<file path="config.mk">
export PLATFORM = sky130hd
export DESIGN_NAME = fifo_wr_arbiter
export DESIGN_NICKNAME = d
export VERILOG_FILES = /design/src/rtl/fifo_arb_pkg.sv /design/src/rtl/rr_picker.sv /design/src/rtl/fifo_wr_arbiter.sv
export SDC_FILE = /design/constraint.sdc
export NUM_CORES = 1
export LEC_CHECK = 0
export BUFFER_PORTS_ARGS = -buffer_cell sky130_fd_sc_hd__buf_2
export CORE_MARGIN = 8
export CORE_UTILIZATION = 40
export DETAILED_ROUTE_END_ITERATION = 8
export HOLD_SLACK_MARGIN = 0.05
export MAX_ROUTING_LAYER = met4
export PLACE_DENSITY = 0.75
export SKIP_LAST_GASP = 1
export SLEW_MARGIN = 20
export SYNTH_ARGS = -nofsm -noshare
export SYNTH_HDL_FRONTEND = slang
export SYNTH_SLANG_ARGS = --single-unit
</file>
<file path="constraint.sdc">
create_clock -name clk -period 1.9 [get_ports clk]
set_clock_uncertainty 0.05 [all_clocks]
set_input_delay 0.19 -clock clk [delete_from_list [all_inputs] [get_ports clk]]
set_output_delay 0.19 -clock clk [all_outputs]
set_load 0.01 [all_outputs]
</file>
<file path="src/rtl/fifo_arb_pkg.sv">
// Shared types and the round-robin pick helper for the FIFO write-port arbiter.
// The helper works on a fixed maximum width so one function serves every NUM_REQ.
package fifo_arb_pkg;

  typedef enum logic {
    IDLE  = 1'b0,
    BURST = 1'b1
  } arb_state_e;

  localparam int MAX_REQ = 32;
  localparam int MAX_IDW = 5;

  typedef struct packed {
    logic               found;
    logic [MAX_IDW-1:0] idx;
  } pick_t;

  // Scan from ptr upward, wrapping at num; the lowest offset from ptr wins.
  function automatic pick_t rr_pick(input logic [MAX_REQ-1:0] valid,
                                    input logic [MAX_IDW-1:0] ptr,
                                    input int                 num);
    pick_t res;
    int    cand;
    res = '0;
    for (int k = MAX_REQ - 1; k >= 0; k--) begin
      if (k < num) begin
        cand = int'(ptr) + k;
        if (cand >= num) cand = cand - num;
        if (valid[cand]) begin
          res.found = 1'b1;
          res.idx   = cand[MAX_IDW-1:0];
        end
      end
    end
    return res;
  endfunction

endpackage

</file>
<file path="src/rtl/rr_picker.sv">
// Combinational rotate-and-priority-encode: first valid requester at or after ptr_i.
// Supports up to fifo_arb_pkg::MAX_REQ requesters.
module rr_picker
  import fifo_arb_pkg::*;
#(
  parameter int NUM_REQ = 4,
  parameter int IDW     = $clog2(NUM_REQ)
) (
  input  logic [NUM_REQ-1:0] valid_i,
  input  logic [IDW-1:0]     ptr_i,
  output logic               found_o,
  output logic [IDW-1:0]     idx_o
);

  logic [MAX_REQ-1:0] valid_ext;
  logic [MAX_IDW-1:0] ptr_ext;
  pick_t              pick;

  assign valid_ext = MAX_REQ'(valid_i);
  assign ptr_ext   = MAX_IDW'(ptr_i);
  assign pick      = rr_pick(valid_ext, ptr_ext, NUM_REQ);
  assign found_o   = pick.found;
  assign idx_o     = pick.idx[IDW-1:0];

  generate
    if (IDW < MAX_IDW) begin : g_hi
      logic unused_idx_hi;
      assign unused_idx_hi = ^pick.idx[MAX_IDW-1:IDW];
    end
  endgenerate

endmodule

</file>
<file path="src/rtl/fifo_wr_arbiter.sv">
// Round-robin arbiter sharing one sync FIFO write port among NUM_REQ producers,
// with bounded bursts, almost_full throttling and a registered WEN/DIN stage.
module fifo_wr_arbiter
  import fifo_arb_pkg::*;
#(
  parameter  int NUM_REQ    = 4,
  parameter  int DATA_WIDTH = 16,
  parameter  int BURST_LEN  = 4,
  localparam int IDW        = $clog2(NUM_REQ)
) (
  input  logic                          clk,
  input  logic                          rst_n,
  input  logic [NUM_REQ-1:0]            req_valid,
  input  logic [NUM_REQ*DATA_WIDTH-1:0] req_data,
  output logic [NUM_REQ-1:0]            req_ready,
  input  logic                          fifo_almost_full,
  output logic                          fifo_wen,
  output logic [DATA_WIDTH-1:0]         fifo_din,
  output logic [IDW-1:0]                grant_id,
  output logic                          busy
);

  localparam int CW = $clog2(BURST_LEN + 1);

  arb_state_e            state_q, state_d;
  logic [IDW-1:0]        rr_ptr_q, rr_ptr_d;
  logic [IDW-1:0]        grant_q, grant_d;
  logic [CW-1:0]         burst_cnt_q, burst_cnt_d;
  logic                  wen_q, wen_d;
  logic [DATA_WIDTH-1:0] din_q, din_d;

  logic                  pick_found;
  logic [IDW-1:0]        pick_idx;
  logic                  cur_valid;
  logic [DATA_WIDTH-1:0] cur_data;
  logic                  accept;
  logic                  last_beat;

  rr_picker #(
    .NUM_REQ (NUM_REQ),
    .IDW     (IDW)
  ) u_picker (
    .valid_i (req_valid),
    .ptr_i   (rr_ptr_q),
    .found_o (pick_found),
    .idx_o   (pick_idx)
  );

  assign cur_valid = req_valid[grant_q];
  assign cur_data  = req_data[grant_q*DATA_WIDTH +: DATA_WIDTH];
  assign accept    = (state_q == BURST) && cur_valid && !fifo_almost_full;
  assign last_beat = (burst_cnt_q == CW'(BURST_LEN - 1));

  always_comb begin
    state_d     = state_q;
    rr_ptr_d    = rr_ptr_q;
    grant_d     = grant_q;
    burst_cnt_d = burst_cnt_q;
    wen_d       = 1'b0;
    din_d       = din_q;
    req_ready   = '0;

    case (state_q)
      IDLE: begin
        if (pick_found) begin
          grant_d     = pick_idx;
          burst_cnt_d = '0;
          state_d     = BURST;
        end
      end
      BURST: begin
        req_ready[grant_q] = !fifo_almost_full;
        if (accept) begin
          wen_d       = 1'b1;
          din_d       = cur_data;
          burst_cnt_d = burst_cnt_q + 1'b1;
        end
        // A valid drop only ends the grant when we are not stalled.
        if ((accept && last_beat) || (!cur_valid && !fifo_almost_full)) begin
          state_d     = IDLE;
          burst_cnt_d = '0;
          rr_ptr_d    = (grant_q == IDW'(NUM_REQ - 1)) ? '0 : grant_q + 1'b1;
        end
      end
      default: state_d = IDLE;
    endcase
  end

  always_ff @(posedge clk or negedge rst_n) begin
    if (!rst_n) begin
      state_q     <= IDLE;
      rr_ptr_q    <= '0;
      grant_q     <= '0;
      burst_cnt_q <= '0;
      wen_q       <= 1'b0;
      din_q       <= '0;
    end else begin
      state_q     <= state_d;
      rr_ptr_q    <= rr_ptr_d;
      grant_q     <= grant_d;
      burst_cnt_q <= burst_cnt_d;
      wen_q       <= wen_d;
      din_q       <= din_d;
    end
  end

  assign fifo_wen = wen_q;
  assign fifo_din = din_q;
  assign grant_id = grant_q;
  assign busy     = (state_q == BURST);

endmodule

</file>
# [Word level (Yosys, flattened, before mapping)]
# Cells that the tools add are included.
[op_classes] add_sub_neg=9 order_cmp=10 n_eq_ne=4 shift=1 mux=35 bitwise=2 reduce_logical=12
[ops] cell="32-bit by 7-bit less-than comparator with 1-bit output, second input constant" n=4
[ops] cell="32-bit 2-to-1 mux" n=4
[ops] cell="32-bit by 4-bit greater-or-equal comparator with 1-bit output, second input constant" n=3
[ops] cell="32-bit by 4-bit subtractor with 32-bit output, second input constant" n=3
[ops] cell="64-bit by 7-bit variable part select with 16-bit output" n=1
[ops] cell="6-bit 2-to-1 mux" n=4
[ops] cell="1-bit binary-select mux with 5-bit select" n=4
[ops] cell="1-bit 2-to-1 mux" n=14
[ops] cell="3-bit 2-to-1 mux" n=3
[ops] cell="2-bit AND reduction" n=4
[ops] cell="2-bit by 2-bit adder with 3-bit output, second input constant" n=2
[ops] cell="3-bit one-hot mux with 2 select lines" n=1
[ops] cell="1-bit logical AND" n=5
[ops] cell="4-bit AND" n=1
[ops] cell="4-bit 2-to-1 mux" n=1
[ops] cell="2-bit by 3-bit subtractor with 4-bit output, second input constant" n=1
[ops] cell="2-bit by 1-bit adder with 3-bit output, second input constant" n=1
[ops] cell="3-bit by 1-bit adder with 3-bit output, second input constant" n=1
[ops] cell="3-bit by 2-bit equality test with 1-bit output, second input constant" n=1
[ops] cell="2-bit by 3-bit greater-or-equal comparator with 1-bit output, second input constant" n=1
[ops] cell="2-bit by 3-bit less-than comparator with 1-bit output, second input constant" n=1
[ops] cell="3-bit by 1-bit inequality test with 1-bit output, second input constant" n=1
[ops] cell="2-bit by 1-bit adder with 2-bit output, second input constant" n=1
[ops] cell="1-bit binary-select mux with 2-bit select" n=1
[ops] cell="9 further kinds" n=10
[totals] register_bits=25 input_bits=71 out_inout_bits=24 word_cells=79

# [Depth between registers and ports, before layout]
# Gate-level depths: netlist of the first run.
[logic_depth] depth_word=12 depth_mapped=8 mapped_depth_nobuf=7

# [Cells and area by module]
# A second synthesis of the first run with hierarchy kept.
[hier_totals] cells_unflattened=141 hier_area_um2=1915.6
[modules_own_cells] mod="fifo_wr_arbiter" n_inst=1 cells_each=98 area_each_um2=1554.0 seq_area_each_um2=625.6
[modules_own_cells] mod="rr_picker" n_inst=1 cells_each=43 area_each_um2=361.6 seq_area_each_um2=0.0

# [Worst setup path before layout of the first run]
# OpenSTA, ideal clock, no wires.
[synth_path] kind="register -> register" from="register rr_ptr_q[0]" to="register grant_q[0] (netlist: grant_id[0])" setup_ns=0.131 arrival_ns=1.929 setup_slack_ns=-0.210 stages_incl_launch_ff=8 n_path_buf=1 period_less_slack_ns=2.110 path_cell_list="dfrtp_1 buf_6 inv_1 ha_1 or3_1 a221o_1 a211oi_1 mux2i_1"
[synth_between] elab_chain_cells=11
[synth_lines] element="start: declaration" line_no="fifo_wr_arbiter.sv:26" source="logic [IDW-1:0] rr_ptr_q, rr_ptr_d;"
[synth_lines] element="start signal: assignment" line_no="fifo_wr_arbiter.sv:99" source="rr_ptr_q <= rr_ptr_d;"
[synth_lines] element="2-bit by 2-bit adder with 3-bit output" line_no="fifo_arb_pkg.sv:27" source="cand = int'(ptr) + k;"
[synth_lines] element="32-bit by 4-bit subtractor with 32-bit output or 32-bit by 4-bit greater-or-equal comparator with 1-bit output (tied branches)" line_no="fifo_arb_pkg.sv:28" source="if (cand >= num) cand = cand - num;"
[synth_lines] element="32-bit 2-to-1 mux" line_no="fifo_arb_pkg.sv:28"
[synth_lines] element="1-bit binary-select mux with 5-bit select" line_no="fifo_arb_pkg.sv:29" source="if (valid[cand]) begin"
[synth_lines] element="1-bit 2-to-1 mux (not written as such) (2 in series)" line_no="fifo_arb_pkg.sv:29"
[synth_lines] element="6-bit 2-to-1 mux (3 in series)" line_no="fifo_arb_pkg.sv:29"
[synth_lines] element="6-bit 2-to-1 mux (*)" line_no="fifo_arb_pkg.sv:29"
[synth_lines] element="2-bit AND reduction (no line)"
[synth_lines] element="end signal: assignment" line_no="fifo_wr_arbiter.sv:100" source="grant_q <= grant_d;"
[synth_lines] element="end: declaration" line_no="fifo_wr_arbiter.sv:27" source="logic [IDW-1:0] grant_q, grant_d;"
# Every way passes the cells marked *; elsewhere a longest branch is shown, timed or not. The select of a mux whose other input is x is not followed.
# A chain may end at the register's enable or synchronous reset.

# [Final worst setup path of the first run]
# Ends and elaborated chain as after synthesis.

==> results.sh, run 1 <==
export IMPL_path_cells="ha_2 -> and2b_2 -> or3_1 -> a221o_1 -> a211oi_2 -> mux2i_1"
export IMPL_dr_total_vias=1637
export IMPL_synth_cell_types=32
export IMPL_via_per_inst=5.42
export IMPL_cts_buffer_depth=2
export IMPL_placed_area_um2=2450
export IMPL_finalSetupViolCount=1
export IMPL_rows=24
export IMPL_clkTransAtPathRegs_ns=0.10
export IMPL_cts_sinks=25
export IMPL_syn_inst=146
export IMPL_drive_above_1_share_pct=64.8
export IMPL_maxSlewHeadroom_pct=61.4
export IMPL_drc=0
export IMPL_grt_max_degree=26
export IMPL_place_gp_congestion=0.973
export IMPL_critPathMaxFanout=4
export IMPL_clkPwrFrac_pct=8.2
export IMPL_grt_pass1_wl_um=8850
export IMPL_power_leakage_nw=1.25
export IMPL_hp_start="fifo_almost_full"
export IMPL_internal_power_mw=2.32
export IMPL_clock_latency_ns=0.27
export IMPL_die_h_um=83.3
export IMPL_min_period_ns=1.94
export IMPL_violations="setup timing"
export IMPL_status="finished with violations"
export IMPL_areaGrowthSynthToFinish_pct=41.2
export IMPL_fin_crit_sh_pct=102
export IMPL_hp_class="in2reg"
export IMPL_die_w_um=83.3
export IMPL_cts_buffers=3
export IMPL_critPathRequiredTime_ns=2.01
export IMPL_synth_top_cell_area_share_pct=34.5
export IMPL_crit_family="simple AND/OR/NAND/NOR gates"
export IMPL_reg2reg_from="rr_ptr_q[0]$_DFFE_PN0P_"
export IMPL_p_seq_share_pct=24.6
export IMPL_cp_end_kind="register"
export IMPL_fin_area_um2=2560
export IMPL_rsz0062_at_grt="yes"
export IMPL_core_area_um2=4350
export IMPL_yosys_warnings=0
export IMPL_dp_cells=297
export IMPL_layout_setup_ws_ns=-0.0379
export IMPL_grt_antenna_before_repair=0
export IMPL_path_class="reg2reg"
export IMPL_dieArea_um2=6940
export IMPL_post_drt_wl_per_cell_um=18.2
export IMPL_switching_share_pct=40.5
export IMPL_min_path_cells=4
export IMPL_crit_path_start_kind="register"
export IMPL_report_power_total_mw=3.90
export IMPL_wirelength_um=5500
export IMPL_worstPathBufferInverterCount=0
export IMPL_track_usage_pct=15.6
export IMPL_initial_utilization_pct=41.6
export IMPL_reg2reg_slack_ns=-0.04
export IMPL_hold_viol=0
export IMPL_grt_pass1_vias=1750
export IMPL_antenna_cells=0
export IMPL_max_freq_ghz=0.516
export IMPL_nets=333
export IMPL_synth_area_leaders="dfrtp_1, mux4_2, mux2_2"
export IMPL_synth_seq_cells=25
export IMPL_comb_power_share_pct=67.1
export IMPL_placement_io_buffers=94
export IMPL_crit_path_top_delay_cell="dfrtp_2"
export IMPL_ant_nets=0
export IMPL_fin_cells=302
export IMPL_timing_hold_ws_ns=0.284
export IMPL_drt_first_pass_iters=4
export IMPL_seq_area_frac_synth_pct=34.5
export IMPL_r2r_end="grant_id[0]$_DFFE_PN0P_"
export IMPL_drt_iter0_markers=69
export IMPL_yosys_area_top_type="dfrtp_1"
export IMPL_tightest_slew_ns=0.578
export IMPL_critPathArrivalTime_ns=2.05
export IMPL_grt_ovfl_total=0
export IMPL_clock_root_buffer="clkbuf_8"
export IMPL_p_sw_mw=1.58
export IMPL_dp_final_hpwl_um=4320
export IMPL_cts_htree_levels=1
export IMPL_synth_area_per_cell_um2=12.4
export IMPL_ios=95
export IMPL_cts_tree="yes"
export IMPL_peakVddDrop_uv=512
export IMPL_slew_viol_final=0
export IMPL_drv_cap=0
export IMPL_post_cts_buffers=0
export IMPL_synthesis_nets=228
export IMPL_reg2reg_depth=6
export IMPL_whs_endpoint="burst_cnt_q[2]$_DFFE_PN0P_"
export IMPL_cpPeakStageDelay_ns=0.45
export IMPL_syn_area_um2=1810
export IMPL_powerDensity_nw_per_um2=1520
## Yosys cell counts
cell type / n
or2_2: 2
a32oi_1: 1
o211a_1: 1
nand2b_1: 4
a2bb2oi_1: 1
mux2_2: 17
mux4_2: 17
o31ai_1: 1
mux2i_1: 6
nand2_2: 1
nor3_1: 3
nor2_1: 4
buf_1: 1
a211oi_1: 2
dfrtp_1: 25
buf_2: 3
ha_1: 11
buf_6: 3
and2b_2: 1
a21oi_1: 6
a221o_1: 1
inv_1: 6
a21o_2: 1
a22oi_1: 1
nand3_1: 3
and2_1: 6
o21ai_0: 6
nand2_1: 6
a221oi_1: 1
or3_1: 2
o2bb2ai_1: 2
nor2b_1: 1
## layout by cell type, fill, tap and decap left out, types with 4 or more instances in the layout
cell type  instances
a21oi_1            5
mux2_4             9
dfrtp_1           23
and2_1             6
nand2_1            6
ha_1               8
buf_4             11
mux2_2             8
o21ai_0            5
buf_2             94
mux4_2            17
inv_1              4
nand2b_1           4
mux2i_1            6
## worst max path at each step
stage                                    endpoint               startpoint  slack [ns]  cells past startpoint
after floorplan           grant_id[0]$_DFFE_PN0P_  rr_ptr_q[0]$_DFFE_PN0P_       -0.08                      7
after global placement    grant_id[0]$_DFFE_PN0P_  rr_ptr_q[0]$_DFFE_PN0P_       -0.07                      6
after detailed placement  grant_id[0]$_DFFE_PN0P_  rr_ptr_q[0]$_DFFE_PN0P_       -0.12                      6
after CTS                 grant_id[0]$_DFFE_PN0P_  rr_ptr_q[0]$_DFFE_PN0P_       -0.07                      6
after global routing      grant_id[0]$_DFFE_PN0P_  rr_ptr_q[0]$_DFFE_PN0P_       -0.13                      6
final                     grant_id[0]$_DFFE_PN0P_  rr_ptr_q[0]$_DFFE_PN0P_       -0.04                      6
## state kept, by name, indices dropped and copies added (netlist names)
signal	cells
fifo_wen	1
burst_cnt_q	3
busy	1
rr_ptr_q	2
fifo_din	16
grant_id	2
## through the flow
| step | TNS [ns] | worst slack [ns] | util [%] |
|---|---|---|---|
| detailed placement | -0.120 | -0.120 | 56.3 |
| floorplan | -0.252 | -0.0763 | - |
| global route | -0.125 | -0.125 | 58.8 |
| CTS | -0.0679 | -0.0679 | 58.0 |
| finish | -0.0379 | -0.0379 | 58.8 |
| global placement | -0.0710 | -0.0710 | 56.3 |
## final cells by class
type	instances	area [µm²]
Clock buffer	3	41.3
Clock inverter	1	7.51
Fill cell	370	1800
Inverter	6	25.0
Multi-Input combinational cell	108	1210
Sequential cell	25	628
Tap cell	52	65.1
Timing Repair Buffer	107	583
## layer usage
| metal | wire, µm | vias to the layer above | track usage, % |
|---|---|---|---|
| li1 | - | 762 | - |
| met1 | 2290 | 797 | 18.6 |
| met2 | 2740 | 72 | 25.2 |
| met3 | 419 | 6 | 4.20 |
| met4 | 46 | 0 | 4.31 |
| met5 | 0 | - | - |
## cells by family (layout without fill, tap and decap cells)
group	Yosys count	in the layout	share of synthesized area [%]
DFF	25	25	34.5
and+or+nand+nor	33	33	9.74
buffers and inverters	13	117	4.14
muxes	40	40	35.0
AOI/OAI and AO/OA	24	24	8.98
adders and majority gates	11	11	7.60
## worst min-delay path: cells and delay by family
kind                   cells  cell delay, ns
AND/OR/NAND/NOR            1            0.05
AO/OA/AOI/OAI              2            0.18
buffers and inverters      1            0.13
## power by group through the flow
stage | combinational [mW] | sequential, mW | clock [mW]
4_1_cts | 2.54 | 0.959 | 0.324
3_5_place_dp | 2.48 | 0.971 | 0
2_1_floorplan | 1.63 | 1.07 | 0
5_1_grt | 2.85 | 1.00 | 0.346
3_3_place_gp | 2.44 | 0.945 | 0
6_report | 2.62 | 0.961 | 0.321
## what timing repair did
item	in CTS	in global routing
setup endpoints to repair	2	5
pin swaps	3	5
endpoints found under the hold margin	25	0
resized for setup	4	8
hold buffers	1	0
(Power assumes the default switching activity.)
==> run 2, diff against run 1 <==
--- a/config.mk
+++ b/config.mk
@@ -11,9 +11,10 @@
 export DETAILED_ROUTE_END_ITERATION = 8
 export HOLD_SLACK_MARGIN = 0.05
 export MAX_ROUTING_LAYER = met4
-export PLACE_DENSITY = 0.75
+export PLACE_DENSITY = 0.74
 export SKIP_LAST_GASP = 1
 export SLEW_MARGIN = 20
 export SYNTH_ARGS = -nofsm -noshare
 export SYNTH_HDL_FRONTEND = slang
+export SYNTH_HIERARCHICAL = 1
 export SYNTH_SLANG_ARGS = --single-unit
==> constraint.sdc (replaced) <==
create_clock -name clk -period 1.7 [get_ports clk]
set_clock_uncertainty 0.05 [all_clocks]
set_input_delay 0.17 -clock clk [delete_from_list [all_inputs] [get_ports clk]]
set_output_delay 0.17 -clock clk [all_outputs]
set_load 0.01 [all_outputs]
==> run 2 against run 1 <==
Effect of this change:
- the flow still finishes with violations (setup timing)
- flip-flop and latch count unchanged
- worst setup slack worse by 0.25 ns
- design area grew 21%
- critical path depth grew 1
- total power is 40% higher
- clock power grew 14%
- first-iteration DRC count up 20%
- area after synthesis up 5.7%
- wire length rose by 28%
==> results.sh, run 2 <==
export IMPL_initial_utilization_pct=41.1
export IMPL_report_power_total_mw=5.45
export IMPL_dieArea_um2=7260
export IMPL_hp_class="in2reg"
export IMPL_min_period_ns=1.99
export IMPL_crit_path_start_kind="register"
export IMPL_synth_most_common_cell="dfrtp_1"
export IMPL_post_drt_wl_per_cell_um=20.9
export IMPL_antenna_cells=0
export IMPL_synth_seq_cells=25
export IMPL_areaGrowthSynthToFinish_pct=61.3
export IMPL_critPathRequiredTime_ns=1.87
export IMPL_clkTransAtPathRegs_ns=0.09
export IMPL_critPathMaxFanout=6
export IMPL_largest_reg_flops=16
export IMPL_dp_cells=309
export IMPL_syn_area_um2=1920
export IMPL_placement_io_buffers=94
export IMPL_status="finished with violations"
export IMPL_synth_cell_types=40
export IMPL_layout_setup_ws_ns=-0.290
export IMPL_grt_max_degree=26
export IMPL_drc=0
export IMPL_powerDensity_nw_per_um2=1760
export IMPL_clock_latency_ns=0.27
export IMPL_rows=25
export IMPL_via_per_inst=5.54
export IMPL_grt_antenna_before_repair=0
export IMPL_multiInputGateArea_um2=1390
export IMPL_peakVddDrop_uv=1020
export IMPL_synth_area_per_cell_um2=13.6
export IMPL_die_h_um=85.2
export IMPL_seq_area_frac_synth_pct=32.7
export IMPL_fin_cells=337
export IMPL_crit_path_start="rr_ptr_q[0]$_DFFE_PN0P_"
export IMPL_final_cell_mix="buf_2, buf_4, dfrtp_1"
export IMPL_drt_iter0_markers=83
export IMPL_reg2reg_depth=7
export IMPL_power_leakage_nw=1.53
export IMPL_wirelength_um=7030
export IMPL_path_class="reg2reg"
export IMPL_synth_commonest_cells="dfrtp_1, mux2_2, ha_1, mux4_1, mux4_2"
export IMPL_clock_root_buffer="clkbuf_8"
export IMPL_seqCellArea_um2=629
export IMPL_grt_pass1_wl_um=10100
export IMPL_rsz0062_at_grt="yes"
export IMPL_cts_htree_levels=1
export IMPL_synthFlopType="dfrtp_1"
export IMPL_track_usage_pct=18.0
export IMPL_cts_sinks=25
export IMPL_hold_viol=0
export IMPL_violations="setup timing"
export IMPL_synthesis_nets=223
export IMPL_cts_tree="yes"
export IMPL_drive_above_1_share_pct=74.6
export IMPL_maxSlewHeadroom_pct=59.8
export IMPL_grt_ovfl_total=0
export IMPL_place_gp_congestion=0.879
export IMPL_r2r_end="burst_cnt_q[0]$_DFFE_PN0P_"
export IMPL_synth_area_leaders="dfrtp_1, mux4_1, mux2_2"
export IMPL_yosys_warnings=6
export IMPL_dp_final_hpwl_um=4710
export IMPL_synth_top_cell_area_share_pct=32.7
export IMPL_critPathArrivalTime_ns=2.16
export IMPL_postSynth_asyncResetShare_pct=100
export IMPL_nets=366
export IMPL_core_area_um2=4660
export IMPL_reg2reg_from="rr_ptr_q[0]$_DFFE_PN0P_"
export IMPL_cts_buffers=3
export IMPL_grt_pass1_vias=1942
export IMPL_cts_buffer_depth=2
export IMPL_ant_nets=0
export IMPL_dr_total_vias=1868
export IMPL_finalSetupViolCount=26
export IMPL_final_common_cell="buf_2"
export IMPL_drv_cap=0
export IMPL_max_freq_ghz=0.503
export IMPL_fin_crit_sh_pct=117
export IMPL_yosys_area_top_type="dfrtp_1"
export IMPL_fill_cells=364
export IMPL_drt_first_pass_iters=4
export IMPL_tightest_slew_ns=0.604
export IMPL_cp_end_kind="register"
export IMPL_ios=95
export IMPL_die_w_um=85.2
export IMPL_critical_path_endpoint="burst_cnt_q[0]$_DFFE_PN0P_"
export IMPL_synth_edf_count=0
export IMPL_reg2reg_slack_ns=-0.29
export IMPL_syn_inst=141
export IMPL_slew_viol_final=0
[run 2: repair_timing]
item                       4_1_cts  5_1_grt
hold endpoints to repair        25        0
setup endpoints to repair       25       28
cloned                           4        0
resized for setup               20       26
setup buffers                   10       10
pin swaps                        7        9
hold buffers                     1        0
[run 2: critical path, stage by stage, from the launching register on]
cell      delay [ns]
dfrtp_2         0.48
buf_6           0.14
mux2_4          0.29
a22o_1          0.23
nand4b_1        0.20
and2b_2         0.26
nor2_4          0.14
mux2_4          0.15
[run 2: cell families after synthesis]
| group | count (synthesis) | synth area share, % |
|---|---|---|
| compound gates | 19 | 8.43 |
| fa+ha+maj | 11 | 7.18 |
| buf+inv | 13 | 4.70 |
| flops | 25 | 32.7 |
| mux | 43 | 38.3 |
| simple gates | 30 | 8.69 |
[run 2: worst min path at each step]
stage,slack [ns],startpoint,end,cells after the start
finish,0.30,req_data[6],fifo_din[6]$_DFFE_PN0P_,3
global route,0.29,req_data[61],fifo_din[13]$_DFFE_PN0P_,3
CTS,0.30,req_data[0],fifo_din[0]$_DFFE_PN0P_,3
detailed placement,0.15,rst_n,fifo_din[5]$_DFFE_PN0P_,1
global placement,0.15,rst_n,fifo_din[0]$_DFFE_PN0P_,1
floorplan,-0.18,rst_n,burst_cnt_q[0]$_DFFE_PN0P_,0
[run 2: power breakdown]
group	internal, mW	leakage [nW]	switching (mW)
Combinational	2.29	1.21	1.68
Sequential	0.892	0.297	0.219
Clock	0.168	0.0228	0.198
Total	3.35	1.53	2.10
[run 2: routing by layer]
metal | global-route usage (%) | up-vias | part of all wire, %
met5 | - | - | 0
met4 | 7.93 | 0 | 2.5
met3 | 4.34 | 12 | 6.9
met2 | 30.7 | 78 | 52
met1 | 19.5 | 950 | 39
li1 | - | 828 | -
[run 2: area by class of cell]
| class | instances | share of cell area (%) |
|---|---|---|
| clock buffers | 4 | 1.46 |
| multi-input cells | 106 | 45.1 |
| inverters | 6 | 0.932 |
| repair buffers | 142 | 30.0 |
| well taps | 54 | 2.19 |
| flip-flops and latches | 25 | 20.4 |
[run 2: through the flow]
step | cell area, µm² | hold slack, ns | TNS, ns | util (%) | setup WS (ns)
global route | 3090 | 0.292 | -3.60 | 66.3 | -0.340
floorplan | 1980 | -0.176 | -1.29 | - | -0.278
finish | 3090 | 0.296 | -3.00 | 66.3 | -0.290
detailed placement | 2650 | 0.149 | -2.01 | 56.8 | -0.327
CTS | 2930 | 0.295 | -2.43 | 62.9 | -0.263
global placement | 2650 | 0.147 | -1.49 | 56.8 | -0.259
